$ cat src/rtl/iob_pack_if.sv
// iob_pack_if: FIFO-side handshake bundle for the packer.
// master (packer): drives read_o, write_o, wdata_o; samples rready_i, rdata_i, wready_i.
// slave (FIFO side): the mirror image.
interface iob_pack_if #(
  parameter int DATA_W = 21
);
  logic              read_o;
  logic              rready_i;
  logic [DATA_W-1:0] rdata_i;
  logic              write_o;
  logic              wready_i;
  logic [DATA_W-1:0] wdata_o;
  modport master (output read_o, write_o, wdata_o, input rready_i, rdata_i, wready_i);
  modport slave (input read_o, write_o, wdata_o, output rready_i, rdata_i, wready_i);
endinterface

$ cat src/rtl/iob_pack.sv
// iob_pack: packs variable-width items MSB-first into DATA_W-bit words.
// Ports: clk_i clock; cke_i clock enable; rst_i sync active-high reset;
//        wrap_i no-straddle mode; width_i item width (1..DATA_W); flush_i drain partial word;
//        bus: read_o/rready_i/rdata_i upstream FIFO (1-cycle read latency),
//             write_o/wready_i/wdata_o downstream FIFO.
module iob_pack #(
  parameter int DATA_W = 21
) (
  input  logic                      clk_i,
  input  logic                      cke_i,
  input  logic                      rst_i,
  input  logic                      wrap_i,
  input  logic [$clog2(DATA_W):0]   width_i,
  input  logic                      flush_i,
  iob_pack_if.master                bus
);
  localparam int LW = $clog2(2 * DATA_W) + 1;
  localparam logic [LW-1:0] DW = LW'(DATA_W);
  logic [2*DATA_W-1:0] buf_q, buf_s, item;
  logic [LW-1:0] level, lvl_s, w, occ;
  logic [DATA_W-1:0] mask;
  logic pend, legal, run, full_wr, wrap_wr, flush_wr;
  assign w = LW'(width_i);
  assign legal = w != '0 && w <= DW;
  assign run = cke_i && !rst_i;
  // occupancy counts the item already requested but not yet landed
  assign occ = level + (pend ? w : '0);
  assign full_wr = !wrap_i && level >= DW;
  assign wrap_wr = wrap_i && !pend && level + w > DW;
  assign flush_wr = flush_i && !pend && level != '0 && level < DW;
  assign bus.write_o = run && bus.wready_i && (full_wr || wrap_wr || flush_wr);
  assign bus.read_o = run && bus.rready_i && !flush_i && legal &&
                      (wrap_i ? occ + w <= DW : occ <= DW);
  // a full continuous word shifts out; a wrap or flush word empties the accumulator
  assign buf_s = !bus.write_o ? buf_q : full_wr ? buf_q << DATA_W : '0;
  assign lvl_s = !bus.write_o ? level : full_wr ? level - DW : '0;
  // left-align the item in the accumulator, then drop it just below the valid bits
  assign mask = ~({DATA_W{1'b1}} << width_i);
  assign item = ({bus.rdata_i & mask, {DATA_W{1'b0}}} << (DW - w)) >> lvl_s;
  always_ff @(posedge clk_i)
    if (rst_i) begin
      buf_q <= '0;
      level <= '0;
      pend  <= 1'b0;
    end else if (cke_i) begin
      buf_q <= pend ? buf_s | item : buf_s;
      level <= pend ? lvl_s + w : lvl_s;
      pend  <= bus.read_o;
    end
  assign bus.wdata_o = buf_q[2*DATA_W-1 -: DATA_W];
endmodule

$ cat src/flat_wrapper.sv
// flat-port wrapper written by rule: the top's interface ports become plain ports
module iob_pack_flat 
#(
  parameter int DATA_W = 21
)
  (clk_i, cke_i, rst_i, wrap_i, width_i, flush_i, bus_read_o, bus_write_o, bus_wdata_o, bus_rready_i, bus_rdata_i, bus_wready_i);
  iob_pack_if #(.DATA_W(DATA_W)) bus_i ();
  input  logic clk_i;
  input  logic cke_i;
  input  logic rst_i;
  input  logic wrap_i;
  input  logic [$clog2(DATA_W):0] width_i;
  input  logic flush_i;
  output wire logic [$bits(bus_i.read_o)-1:0] bus_read_o;
  output wire logic [$bits(bus_i.write_o)-1:0] bus_write_o;
  output wire logic [$bits(bus_i.wdata_o)-1:0] bus_wdata_o;
  input wire logic [$bits(bus_i.rready_i)-1:0] bus_rready_i;
  input wire logic [$bits(bus_i.rdata_i)-1:0] bus_rdata_i;
  input wire logic [$bits(bus_i.wready_i)-1:0] bus_wready_i;
  assign bus_read_o = bus_i.read_o;
  assign bus_write_o = bus_i.write_o;
  assign bus_wdata_o = bus_i.wdata_o;
  assign bus_i.rready_i = bus_rready_i;
  assign bus_i.rdata_i = bus_rdata_i;
  assign bus_i.wready_i = bus_wready_i;
  iob_pack #(.DATA_W(DATA_W)) u_core (.clk_i(clk_i), .cke_i(cke_i), .rst_i(rst_i), .wrap_i(wrap_i), .width_i(width_i), .flush_i(flush_i), .bus(bus_i));
endmodule
$ cat config.mk
export PLATFORM = sky130hd
export DESIGN_NAME = iob_pack_flat
export DESIGN_NICKNAME = d
export VERILOG_FILES = /design/src/rtl/iob_pack_if.sv /design/src/rtl/iob_pack.sv /design/src/flat_wrapper.sv
export SDC_FILE = /design/constraint.sdc
export NUM_CORES = 1
export LEC_CHECK = 0
export ABC_AREA = 1
export CAP_MARGIN = 5
export CORE_MARGIN = 3
export CORE_UTILIZATION = 50
export DETAILED_ROUTE_END_ITERATION = 8
export DONT_BUFFER_PORTS = 1
export GPL_TIMING_DRIVEN = 0
export PLACE_DENSITY_LB_ADDON = 0.12
export SYNTH_ARGS = -nofsm -noshare
export SYNTH_HDL_FRONTEND = slang
export SYNTH_SLANG_ARGS = --single-unit
$ cat constraint.sdc
create_clock -name clk_i -period 5.5 [get_ports clk_i]
set_clock_uncertainty 0.1 [all_clocks]
set_input_delay 0.55 -clock clk_i [delete_from_list [all_inputs] [get_ports clk_i]]
set_output_delay 0.55 -clock clk_i [all_outputs]
set_load 0.01 [all_outputs]
-- Word-level counts from Yosys, hierarchy flattened
Index checks and enable logic that the tools add are counted.
- bits in registers: 50
- word-level logic and storage cells: 51
- output and inout port bits: 23
- input bits: 34
- muxes and demuxes: 8
- add/subtract/negate cells: 6
- reduce and logical (&&, ||, !) cells: 22
- $lt $le $gt $ge: 6
- bitwise gates (word level): 3
- shifts and indexed selects: 3
- operators with widths (operator ; count):
    $mux W42 ; 3
    $or A42 B42 Y42 ; 1
    $shl A42 B7 Y42 ; 1
    $shr A42 B7 Y42 ; 1
    $add A7 B6 Y7 ; 3
    $and A21 B21 Y21 ; 1
    $mux W7 ; 3
    $not A21 Y21 ; 1
    $shl A21 B6 Y21 const A ; 1
    $le A7 B5 Y1 const B ; 2
    $logic_and A1 B1 Y1 ; 14
    $reduce_bool A7 Y1 ; 2
    $add A7 B7 Y7 ; 1
    $ge A7 B5 Y1 const B ; 1
    $gt A7 B5 Y1 const B ; 1
    $lt A7 B5 Y1 const B ; 1
    $sub A5 B6 Y7 const A ; 1
    $sub A7 B5 Y7 const B ; 1
    $le A6 B5 Y1 const B ; 1
    $mux W6 ; 1
    $logic_not A1 Y1 ; 4
    $logic_or A1 B1 Y1 ; 2
    $mux W1 ; 1

-- Depth between registers and ports, before layout
- word-level depth: 10
- depth in mapped cells: 30

-- Worst setup path before layout
Ideal clock, no wire load.
- path kind: in2reg
- from: in width_i[1]
- to: reg u_core.level[6]
- data required time: 5272 ps
- arrival time: 3819 ps
- setup time: 128 ps
- stages: 26
- slack: 1452 ps
- cells stage by stage: buf_2 inv_1 buf_2 fa_1 inv_1 or2_2 nand2_1 nand3_1 nand2_1 nand3_1 nand2_1 nand2_4 nand2_4 inv_4 o21ai_2 inv_2 buf_2 ha_1 nand2_1 o21ai_0 nand2_1 nand2_1 a21oi_1 nor2_1 xnor2_1 a21oi_1
- cells in the longest elaborated chain, start to end: 9
- ends and longest elaborated chain (element ; line ; source):
    start, declared ; flat_wrapper.sv:12 ; input logic [$clog2(DATA_W):0] width_i;
    $add A7 B6 Y7 * ; iob_pack.sv:29 ; assign wrap_wr = wrap_i && !pend && level + w > DW;
    $gt A7 B5 Y1 * ; iob_pack.sv:29 ;
    $logic_and A1 B1 Y1 * ; iob_pack.sv:29 ;
    $logic_or A1 B1 Y1 * (2 in a row) ; iob_pack.sv:31 ; assign bus.write_o = run && bus.wready_i && (full_wr || wrap_wr || flush_wr);
    $logic_and A1 B1 Y1 * ; iob_pack.sv:31 ;
    named net bus_write_o ; flat_wrapper.sv:15 ; output wire logic [$bits(bus_i.write_o)-1:0] bus_write_o;
    $mux W7 * ; iob_pack.sv:36 ; assign lvl_s = !bus.write_o ? level : full_wr ? level - DW : '0;
    $add A7 B6 Y7 ; iob_pack.sv:47 ; level <= pend ? lvl_s + w : lvl_s;
    $mux W7 * ; iob_pack.sv:47 ;
    end signal, assigned ; iob_pack.sv:47 ;
    end, declared ; iob_pack.sv:20 ; logic [LW-1:0] level, lvl_s, w, occ;
The timed path passes the listed nets; every way through them passes the cells marked *.
A chain may end at the register's enable or synchronous reset.

-- Worst setup path after layout
Same ends and word-level chain as after synthesis.

==> impl_results.md <==
- Area share of the largest cell type after synthesis: 21.3%
- Worst Hold Depth: 2
- Period utilization: 85.8%
- Internal Power: 719 uW
- Worst reg2reg path endpoint: u_core.level[6]
- Lkg Pwr: 0.00334 uW
- CTS root buf: clkbuf_16
- Worst Path Max Fanout: 14
- Max Clk Rate: 0.212 GHz
- CP endpoint kind: flip-flop
- Grt total ovfl: 0
- Worst Setup Start Kind: primary input
- Count leader, synth: nand2_1
- Crit path launch: width_i[1]
- CTS tree: built
- Synth async-reset ratio: 0%
- Share of power burned in registers: 33.0%
- Total clock sinks: 50
- Synth Area in Adders: 7.06%
- Wire per inst: 17.3 um
- Register area share after synthesis: 15.1%
- CTS resizes: 0
- Clock transition at path regs: 0.07 ns
- Maximum clock insertion buffer count: 2
- Total wire length: 23400 um
- Clock power share: 31.8%
- DR pass1 iterations: 6
- Placed insts: 1341
- Final hold violation count: 0
- Arr. time, crit path: 4.78 ns
- Pwr Total: 1160 uW
- RSZ-0062 raised after global routing: false
- Die H: 121 um
- Ranking of synthesized cells by area: nand3_1, nand2_1, dfxtp_1
- Area Overhead vs Synth: 5.87%
- Via/cell ratio: 5.87
- Post-CTS Setup Bufs: 0
- Non-Filler Instances: 1349
- Post-synth EDFFs: 0
- Post-synthesis compound-gate area fraction: 15.1%
- Status: completed
- Hold-fix buffers, CTS: 0
- Initial antenna violation count: 0
- Largest net degree at the start of global routing: 18
- Worst hold path class: reg -> reg
- Post-Synth Simple-Gate Area: 47.7%
- Reg2reg start: u_core.level[0]
- Core area: 12800 um2
- Cells after Synth: 1169
- Final core occ: 55.0%
- Synth cell count leaders: nand2_1, nand3_1, inv_1
- Main combinational cell family by area after synthesis: simple AND/OR/NAND/NOR gates
- Nets: 1245
- Dpl hpwl: 18800 um
- WP data required: 5.56 ns
- DRC Markers: 0
- Vias in the first global route: 7185
- Pwr per Cell Area: 165 nW/um2
- Placed Area: 6850 um2
- Synth area leader: nand3_1
- Mux contribution to synthesized area: 0%
- # fillers: 1424
- Most common flop cell mapped by yosys: dfxtp_1
- Total CTS buffers: 5
- Port bufs: 0
- Finish-stage setup viols: 0
- Worst-skew pair later-pin latency: 0.30 ns
- # diodes: 0
- Final setup TNS: 0 ns
- Net Sw Frac: 38.1%
- Period minus WS final: 4.72 ns
- Worst-Margin Slew: 0.663 ns
- R2R Setup Slk: 0.84 ns
- Syn_area_per_cell: 5.67 um2
- FP Rows: 41
- Yosys cell types: 43
- Crit path to: u_core.level[6]
- Slew Limit Headroom: 55.8%
- Synthesis warning total: 0
- Total number of vias: 7924
- Die area: 14700 um2
- Setup CP Type: in -> reg
- Net Sw Power: 443 uW
- Maximum Capacitance Violations: 0
- Combinational share of power: 35.2%
- Fin. max-slew vios: 0
- Netlist area before placement: 6630 um2
- Worst r2r path cells: 27
- First-pass GRT wire length: 37500 um
- Post-Layout Inst Area: 7020 um2
- Die X: 121 um
- Synth Register Bits: 50
- RePlAce Congestion: 1.03
- XOR/XNOR Fraction of Synth Area: 2.25%
- 1st-iter DRT viols: 864
- H-tree depth: 2
- Share of layout cells above drive strength 1: 8.58%
- Max VDD drop: 0.115 mV
- GRT Total Usage: 31.7%
- Starting density of the core: 51.9%
- Synthesized Nets: 1238
- ANT nets after route: 0
- # IOs: 57
[state kept, by name (all words and copies together), names as in the netlist]
name,count
u_core.pend,1
u_core.level,7
u_core.buf_q,42
[kinds of logic after synthesis]
kind of cell,after synthesis
and+or+nand+nor,706
xor gates and xnor gates,17
DFF,50
AOI/OAI and AO/OA,178
adders and majority gates,35
buffers and inverters,183
[power groups by stage]
stage          clock [uW]  combinational [uW]  sequential [uW]
3_3_place_gp            0                 395              392
3_5_place_dp            0                 396              392
2_1_floorplan           0                 300              389
5_1_grt               380                 453              385
4_1_cts               367                 397              384
6_report              369                 409              384
[worst min-delay path by stage]
stage                          start          endpoint  slack [ns]
CTS                 u_core.buf_q[13]  u_core.buf_q[13]        0.37
floorplan           u_core.buf_q[11]  u_core.buf_q[11]        0.35
detailed placement   u_core.buf_q[4]   u_core.buf_q[4]        0.36
global route         u_core.buf_q[5]   u_core.buf_q[5]        0.39
global placement     u_core.buf_q[2]   u_core.buf_q[2]        0.36
finish               u_core.buf_q[7]   u_core.buf_q[7]        0.37
[placed cells by master, fill, tap and decap left out, drive strengths merged]
master,netlist,final
ha,31,31
a31oi,10,10
o211ai,6,6
a21oi,81,81
nand3,285,285
xor2,12,12
clkinvlp,0,1
and2,3,3
bufinv,0,1
nand4,22,22
nor2,69,69
and3,1,1
buf,58,58
nand2,317,317
nor3,1,1
nand3b,2,2
a211oi,1,1
a41oi,6,6
or2,6,6
o221ai,1,1
dfxtp,50,50
a21boi,4,4
a21o,1,1
o21ai,67,67
o221a,1,1
clkbuf,26,31
fa,4,4
clkinv,1,1
inv,98,99
xnor2,5,5
[worst max-delay path, stage by stage]
cell and delay (ns):
buf_2 0.16, inv_1 0.17, buf_2 0.39, fa_1 0.25, inv_1 0.07, or2_2 0.27
nand2_1 0.06, nand3_1 0.07, nand2_1 0.08, nand3_1 0.07, nand2_1 0.10, nand2_4 0.07
nand2_4 0.09, inv_4 0.08, o21ai_2 0.49, inv_2 0.23, buf_2 0.27, ha_1 0.38
nand2_1 0.06, o21ai_0 0.27, nand2_1 0.09, nand2_1 0.07, a21oi_1 0.06, nor2_1 0.11
xnor2_1 0.14, a21oi_1 0.10
[metrics by stage]
step                      hold WS (ns)  setup slack, ns
final                            0.370            0.782
after global routing             0.392            0.451
after CTS                        0.370            0.867
after detailed placement         0.359            0.565
after global placement           0.355            0.532
after floorplan                  0.345             1.45
[per-layer routing]
layer | up-vias | global-route usage, % | part of all wire [%]
met4 | 0 | 4.76 | 1.4
met1 | 3604 | 47.6 | 48
met5 | - | 0 | 0
met2 | 352 | 47.4 | 42
met3 | 32 | 6.81 | 9.3
li1 | 3936 | - | -
[cell type report]
class / count / area [um2] / area share [%]
buffer: 84 / 470 / 6.70
clock buffer: 5 / 125 / 1.78
clock inverter: 3 / 48.8 / 0.695
inverter: 99 / 374 / 5.33
multi-input combinational: 936 / 4790 / 68.2
sequential: 50 / 1000 / 14.3
tap: 172 / 215 / 3.07
Note: power is estimated with default switching activity, not from simulation.
